`config.mk`:
```
export PLATFORM = sky130hd
export DESIGN_NAME = safe_code_programmer
export DESIGN_NICKNAME = d
export VERILOG_FILES = /design/src/rtl/safe_code_programmer.sv
export SDC_FILE = /design/constraint.sdc
export NUM_CORES = 1
export LEC_CHECK = 0
export ABC_AREA = 1
export ABC_CLOCK_PERIOD_IN_PS = 1400
export CAP_MARGIN = 20
export CORE_UTILIZATION = 49
export DETAILED_ROUTE_END_ITERATION = 8
export PLACE_DENSITY = 0.76
export REMOVE_ABC_BUFFERS = 1
export SYNTH_ARGS = -nofsm -noshare
export SYNTH_HDL_FRONTEND = slang
export SYNTH_SLANG_ARGS = --single-unit
```
`constraint.sdc`:
```
create_clock -name clk_i -period 1.4 [get_ports clk_i]
set_clock_uncertainty 0.1 [all_clocks]
set_input_delay 0.28 -clock clk_i [delete_from_list [all_inputs] [get_ports clk_i]]
set_output_delay 0.28 -clock clk_i [all_outputs]
set_load 0.1 [all_outputs]
```
`src/rtl/safe_code_programmer.sv`:
```
// -----------------------------------------------------------------------------
// safe_code_programmer
//
// Code-change controller for the digital safe. Holds the 5-bit unlock code and
// drives it to the combinational comparator. A new code is installed only after
// the current code is entered once and the new code twice. Repeated wrong
// authentications force a timed lockout. An idle entry sequence aborts after a
// timeout.
//
// Ports:
//   clk_i       - clock, rising edge
//   rst_i       - synchronous active-high reset
//   in_i        - code value, sampled on an enter_i cycle
//   enter_i     - one-cycle strobe submitting in_i
//   prog_req_i  - one-cycle strobe requesting a code change
//   code_o      - stored code
//   busy_o      - high whenever the controller is not idle
//   done_o      - one-cycle pulse when a new code is installed
//   err_o       - one-cycle pulse on failure or timeout
//   locked_o    - high during lockout
// -----------------------------------------------------------------------------
module safe_code_programmer #(
    parameter logic [4:0] DEFAULT_CODE = 5'b01100,
    parameter int         MAX_FAIL     = 3,
    parameter int         LOCK_CYCLES  = 16,
    parameter int         TIMEOUT      = 64
) (
    input  logic       clk_i,
    input  logic       rst_i,
    input  logic [4:0] in_i,
    input  logic       enter_i,
    input  logic       prog_req_i,
    output logic [4:0] code_o,
    output logic       busy_o,
    output logic       done_o,
    output logic       err_o,
    output logic       locked_o
);

    typedef enum logic [2:0] {
        ST_IDLE,
        ST_AUTH,
        ST_NEW1,
        ST_NEW2,
        ST_LOCKOUT
    } state_e;

    // The timer only ever holds values up to max(TIMEOUT, LOCK_CYCLES) - 1.
    localparam int TMAX = (TIMEOUT > LOCK_CYCLES) ? TIMEOUT : LOCK_CYCLES;
    localparam int TW   = (TMAX > 1) ? $clog2(TMAX) : 1;

    localparam logic [TW-1:0] TIMEOUT_LAST = TW'(TIMEOUT - 1);
    localparam logic [TW-1:0] LOCK_LAST    = TW'(LOCK_CYCLES - 1);
    localparam logic [2:0]    MAX_FAIL_C   = 3'(MAX_FAIL);

    state_e        state_q, state_d;
    logic [4:0]    code_q, code_d;
    logic [4:0]    pending_q, pending_d;
    logic [2:0]    fail_q, fail_d;
    logic [TW-1:0] timer_q, timer_d;
    logic          busy_q, busy_d;
    logic          done_q, done_d;
    logic          err_q, err_d;
    logic          locked_q, locked_d;

    logic [2:0]    fail_inc;

    assign fail_inc = fail_q + 3'd1;

    always_comb begin
        // NOTE: every variable gets a default before the case so no path
        //       leaves one unassigned, which would infer a latch.
        state_d   = state_q;
        code_d    = code_q;
        pending_d = pending_q;
        fail_d    = fail_q;
        timer_d   = timer_q;
        done_d    = 1'b0;
        err_d     = 1'b0;

        case (state_q)
            ST_IDLE: begin
                // A coincident enter is simply dropped; only prog_req matters.
                if (prog_req_i) begin
                    state_d = ST_AUTH;
                    timer_d = '0;
                end
            end

            ST_AUTH, ST_NEW1, ST_NEW2: begin
                timer_d = timer_q + 1'b1;
                // An enter on the terminal cycle wins over the timeout.
                if (enter_i) begin
                    timer_d = '0;
                    unique case (state_q)
                        ST_AUTH: begin
                            if (in_i == code_q) begin
                                state_d = ST_NEW1;
                                fail_d  = '0;
                            end else begin
                                fail_d  = fail_inc;
                                err_d   = 1'b1;
                                state_d = (fail_inc == MAX_FAIL_C) ? ST_LOCKOUT : ST_IDLE;
                            end
                        end
                        ST_NEW1: begin
                            pending_d = in_i;
                            state_d   = ST_NEW2;
                        end
                        default: begin  // ST_NEW2
                            // A confirm mismatch is not an auth failure: fail_q is untouched.
                            if (in_i == pending_q) begin
                                code_d = pending_q;
                                done_d = 1'b1;
                            end else begin
                                err_d  = 1'b1;
                            end
                            state_d = ST_IDLE;
                        end
                    endcase
                end else if (timer_q == TIMEOUT_LAST) begin
                    err_d   = 1'b1;
                    state_d = ST_IDLE;
                    timer_d = '0;
                end
            end

            ST_LOCKOUT: begin
                if (timer_q == LOCK_LAST) begin
                    state_d = ST_IDLE;
                    fail_d  = '0;
                    timer_d = '0;
                end else begin
                    timer_d = timer_q + 1'b1;
                end
            end

            default: begin
                state_d = ST_IDLE;
                timer_d = '0;
            end
        endcase

        // Status flags are derived from the next state so they change on the
        // same edge as the state itself.
        busy_d   = (state_d != ST_IDLE);
        locked_d = (state_d == ST_LOCKOUT);
    end

    always_ff @(posedge clk_i) begin
        // NOTE: non-blocking assignments keep every register updating from the
        //       pre-edge values, independent of statement order.
        if (rst_i) begin
            state_q   <= ST_IDLE;
            code_q    <= DEFAULT_CODE;
            pending_q <= '0;
            fail_q    <= '0;
            timer_q   <= '0;
            busy_q    <= 1'b0;
            done_q    <= 1'b0;
            err_q     <= 1'b0;
            locked_q  <= 1'b0;
        end else begin
            state_q   <= state_d;
            code_q    <= code_d;
            pending_q <= pending_d;
            fail_q    <= fail_d;
            timer_q   <= timer_d;
            busy_q    <= busy_d;
            done_q    <= done_d;
            err_q     <= err_d;
            locked_q  <= locked_d;
        end
    end

    assign code_o   = code_q;
    assign busy_o   = busy_q;
    assign done_o   = done_q;
    assign err_o    = err_q;
    assign locked_o = locked_q;

endmodule

```
======== Word-level counts from Yosys, hierarchy flattened ========
Index checks and enable logic that the tools add are counted.
storage, ports and cells
  register bits after elaboration ......... 26
  input port bits ......................... 9
  output and inout bits ................... 9
  logic and storage cells ................. 62
operators by class
  add/subtract/negate cells ............... 2
  equality and inequality tests ........... 14
  muxes and demuxes ....................... 24
  bitwise gates (word level) .............. 3
  reductions and logical operators ........ 10
operator list
  cell                   count
  $mux W3                10
  $mux W6                4
  $pmux W6 S3            1
  $pmux W3 S2            2
  $eq A5 B5 Y1           2
  $eq A3 B2 Y1 const B   3
  $pmux W3 S3            1
  $ne A2 B2 Y1 const B   4
  $reduce_and A4 Y1      2
  $add A6 B1 Y6 const B  1
  $eq A3 B3 Y1 const B   2
  $eq A6 B4 Y1 const B   1
  $eq A6 B6 Y1 const B   1
  $mux W1                5
  $reduce_or A5 Y1       1
  $reduce_or A2 Y1       2
  $add A3 B1 Y3 const B  1
  $eq A3 B1 Y1 const B   1
  $logic_not A3 Y1       1
  $not A1 Y1             3
  $reduce_and A3 Y1      1
  $reduce_bool A3 Y1     1
  $reduce_or A3 Y1       1
  $pmux W1 S2            1
  $reduce_bool A2 Y1     1

======== Logic depth before layout (Yosys ltp) ========
  depth in word-level cells ............... 8
  mapped depth ............................ 10

======== Worst setup path before layout ========
No wires, ideal clock.
  kind .................................... reg-to-reg
  start point ............................. reg code_q[4], in the netlist code_o[4]
  end point ............................... reg err_q, in the netlist err_o
  setup time .............................. 109 ps
  data arrival time ....................... 1,772 ps
  required time ........................... 1,191 ps
  setup slack ............................. -581 ps
  stages on the path, launching flop included .. 10
  path buffers ............................ 0
  period minus slack after synthesis ...... 1,981 ps
  cell sequence ........................... dfxtp_1 -> inv_1 -> nand2_1 -> nand2_1 -> nor2_1 -> nand3_1 -> a21oi_1 -> o21ai_0 -> nand2_1 -> inv_1
between the ends
  cells in the longest elaborated chain, start to end .. 4
RTL lines
  item                    RTL line  text
  from (decl)             57        logic [4:0] code_q, code_d;
  from (signal assigned)  165       code_q <= code_d;
  $eq A5 B5 Y1            97        if (in_i == code_q) begin
  $mux W1                 97
  $pmux W1 S2             95        unique case (state_q)
  $mux W1                 93        if (enter_i) begin
  to (signal assigned)    171       err_q <= err_d;
  to (decl)               63        logic err_q, err_d;
No other way between the ends.
A chain may end at the register's enable or synchronous reset.

======== Worst setup path after layout ========
  start point ............................. reg timer_q[0]
  end point ............................... reg fail_q[1]
between the ends
  cells in the longest elaborated chain, start to end .. 3
RTL lines
  item                         RTL line  text
  from (decl)                  60        logic [TW-1:0] timer_q, timer_d;
  from (signal assigned)       168       timer_q <= timer_d;
  $eq A6 B4 Y1                 129       if (timer_q == LOCK_LAST) begin
  $ne A2 B2 Y1 (no line)       --
  $reduce_and A4 Y1 (no line)  --
  to (signal assigned)         167       fail_q <= fail_d;
  to (decl)                    59        logic [2:0] fail_q, fail_d;
No other way between the ends.

==> impl_metrics.csv <==
group,metric,value,unit
pwr,comb_power_share,0.189,
final_layout,multi_input_area,961,µm²
routing,drc,0,
grt,grt-ovfl-total,0,
clocking,cts-root-buf,"clkbuf_4",
final_layout,fillerInstances,153,
synthesis,yosys-top-cells-count,"nand2_1 (43), inv_1 (30), dfxtp_1 (26), nor2_1 (24), nand3_1 (12)",
pwr,p_switching,427,µW
pwr,p_int,1170,µW
clocking,cts_tree,"yes",
routing,wirelength,4410,µm
critical_path,critPathMaxStageDelay,0.38,ns
floorplanning,core.rowCount,19,
routing,ant_nets,0,
synthesis,ys_seq_area_frac,0.360,
synthesis,synth_flop_cell,"dfxtp_1",
pwr,total_power,1600,µW
placement,dp_hpwl,2360,µm
routing,route.detailed.vias_per_inst,5.43,
final_layout,final_util,0.827,
synthesis,ys_types,31,
placement,gp_congestion,0.847,
clocking,clk_pin_slew_worst_paths,0.15,ns
critical_path,rr_worst_depth,8,
grt,grt_max_degree,16,
timing,rsz0062_at_grt,"yes",
floorplanning,ios,18,
routing,vias,1592,
synthesis,synth_top_area_share,0.360,
pwr,p_seq_frac,0.479,
run_status,status,"complete, but fails checks",
timing,drv_slew,0,
final_layout,diodes,0,
timing,fin_ws,-0.124,ns
synthesis,syn_inst,203,
final_layout,postLayoutCellArea,2300,µm²
hold_path,min_from,"in_i[4]",
pwr,sw_frac_of_total,0.267,
routing,wl_per_cell,15.0,µm
pwr,p_leak,0.00109,µW
final_layout,syn2layout_area_growth,59.1,%
hold_path,hold_path_class,"primary input to register",
critical_path,cpMaxStageDelayCell,"dfxtp_2",
synthesis,ys_seq_elements,26,
clocking,cts-hold-fix-buffers,0,
synthesis,synth_edf_count,0,
synthesis,yosys_warnings,0,
floorplanning,coreArea,2780,µm²
critical_path,cp_max_fo,6,
critical_path,crit_path_cell_trace,"ha_4, nand3_4, o21ai_4, nand2_2, nor2_4, nand2_1, o21ai_1, nor2_1",
final_layout,layout-drive-gt1-share,0.489,
timing,finalSetupViolCount,13,
synthesis,synth_area_leaders,"dfxtp_1 (36%), nand2_1 (11%), inv_1 (7.8%), nor2_1 (6.2%), nand3_1 (4.2%)",
critical_path,r2r-start,"timer_q[0]$_SDFFE_PP0P_",
run_status,violations,"setup timing",
critical_path,start_kind,"register",
routing,first_pass_iters,4,
timing,fmax,0.656,GHz
timing,min_period,1.52,ns
synthesis,synth_top_area_cell,"dfxtp_1",
routing,drt-initial-drc-count,66,
critical_path,crit_arrival,1.68,ns
timing,final.setup.tns,-0.467,ns
grt,antenna_found_initial,0,
critical_path,critPathKind,"register to register",
final_layout,sequential_cell_area,548,µm²
floorplanning,start_util,0.520,
final_layout,final_nets,275,
synthesis,syn_area_per_cell,7.12,µm²
synthesis,synth.most_common_cell,"nand2_1",
synthesis,syn_area,1450,µm²
clocking,clockBufferDepth,2,
placement,place_area,1930,µm²
timing,hold_violations,0,
timing,slew_headroom,0.827,
clocking,cts.htree.levels,1,
pwr,p_clk_frac,0.332,
clocking,clock-sinks,26,
grt,grt_pass1_wl,5910,µm
flow_run,drv_cap,0,
clocking,clock_latency,0.34,ns
clocking,cts_made_buffers,3,
grt,track_usage,0.234,
floorplanning,fp.dieH,56.3,µm
pwr,ir_drop,0.905,mV
critical_path,worst_ep_required_time,1.55,ns
pwr,power_density,695,nW/µm²
grt,grt_pass1_vias,1391,
timing,finalCritPeriodShare,1.09,
critical_path,endpoint_kind,"register",
floorplanning,fp.dieW,56.3,µm
placement,io_buffers,17,
hold_path,holdPathStages,4,
critical_path,crit_path_start,"timer_q[0]$_SDFFE_PP0P_",
synthesis,synthArstFlopShare,0,
timing,hold_ws,0.343,ns
timing,tightestPinTransition,0.256,ns
floorplanning,die_area,3170,µm²
-- path summary, 6_finish.rpt --
path	end	slack [ns]
max	fail_q[1]$_SDFFE_PP0P_	-0.12
min	pending_q[4]$_SDFFE_PP0P_	0.34
max reg2reg	fail_q[1]$_SDFFE_PP0P_	-0.12
min reg2reg	code_o[1]$_SDFFE_PP0P_	0.40
-- layout by cell type (no fill, tap or decap), types with 4 or more instances in the layout --
| cell type | synthesis | final |
|---|---|---|
| inv_2 | 5 | 8 |
| nor2_1 | 24 | 17 |
| inv_1 | 30 | 26 |
| buf_6 | 0 | 5 |
| nand3_2 | 2 | 6 |
| nor2_2 | 4 | 7 |
| dfxtp_1 | 26 | 10 |
| nand2_1 | 43 | 38 |
| o21ai_1 | 0 | 4 |
| buf_12 | 0 | 9 |
| dfxtp_2 | 0 | 13 |
| dlygate4sd2_1 | 0 | 5 |
| nor2_4 | 4 | 8 |
| a21oi_2 | 1 | 7 |
| a21oi_1 | 11 | 5 |
| nand2_2 | 4 | 8 |
| buf_4 | 1 | 34 |
| o21ai_0 | 9 | 5 |
| nand3_1 | 12 | 7 |
-- state kept, by name (all words and copies together), names as in the netlist --
name	cells
busy_o	1
done_o	1
pending_q	5
err_o	1
state_q	3
timer_q	6
code_o	5
locked_o	1
fail_q	3
-- power by group through the flow --
stage | clock (µW) | combinational (µW) | sequential, µW
6_report | 530 | 302 | 766
5_1_grt | 561 | 323 | 768
4_1_cts | 527 | 257 | 765
3_5_place_dp | 0 | 240 | 782
3_3_place_gp | 0 | 237 | 782
2_1_floorplan | 0 | 112 | 804
-- per-layer routing --
layer | global-route usage | wire length (µm) | up-vias
met1 | 0.318 | 1970 | 756
met3 | 0.0276 | 234 | 7
li1 | - | - | 761
met5 | 0 | 0 | -
met4 | 0.108 | 68 | 0
met2 | 0.371 | 2130 | 68
-- cell type report --
type	count	area share
Multi-Input combinational cell	141	0.418
Timing Repair Buffer	56	0.246
Sequential cell	26	0.238
Inverter	35	0.0582
Tap cell	31	0.0169
Clock inverter	1	0.0131
Clock buffer	3	0.00979
-- critical path: cells and delay by family (launching register included) --
family,cells,cell delay (ns)
compound gates,2,0.26
fa+ha+maj,1,0.15
flops,1,0.38
simple gates,5,0.56
-- per-stage QoR --
stage | cells | worst slack (ns)
global route | 293 | -0.202
floorplan | 201 | -0.581
finish | 293 | -0.124
global placement | 275 | -0.476
detailed placement | 275 | -0.512
CTS | 286 | -0.0742
-- cell families (layout without fill, tap and decap cells) --
kind of cell             after synthesis  in the layout  share of synthesized area
flip-flops                            26             26                      0.360
XOR/XNOR                               7              7                     0.0424
buffers and inverters                 37             95                     0.0996
AO/OA/AOI/OAI                         29             29                      0.128
adder cells (fa/ha/maj)                3              3                     0.0260
AND/OR/NAND/NOR                      101            102                      0.344
-- what timing repair did --
| item | CTS | global route |
|---|---|---|
| buffers inserted | 7 | 7 |
| endpoints found under the setup margin | 22 | 26 |
| gates cloned | 0 | 1 |
| resized for setup | 27 | 50 |
| pin swaps | 7 | 19 |
| hold endpoints to repair | 0 | 0 |
Power figures use the tool's default switching activity.
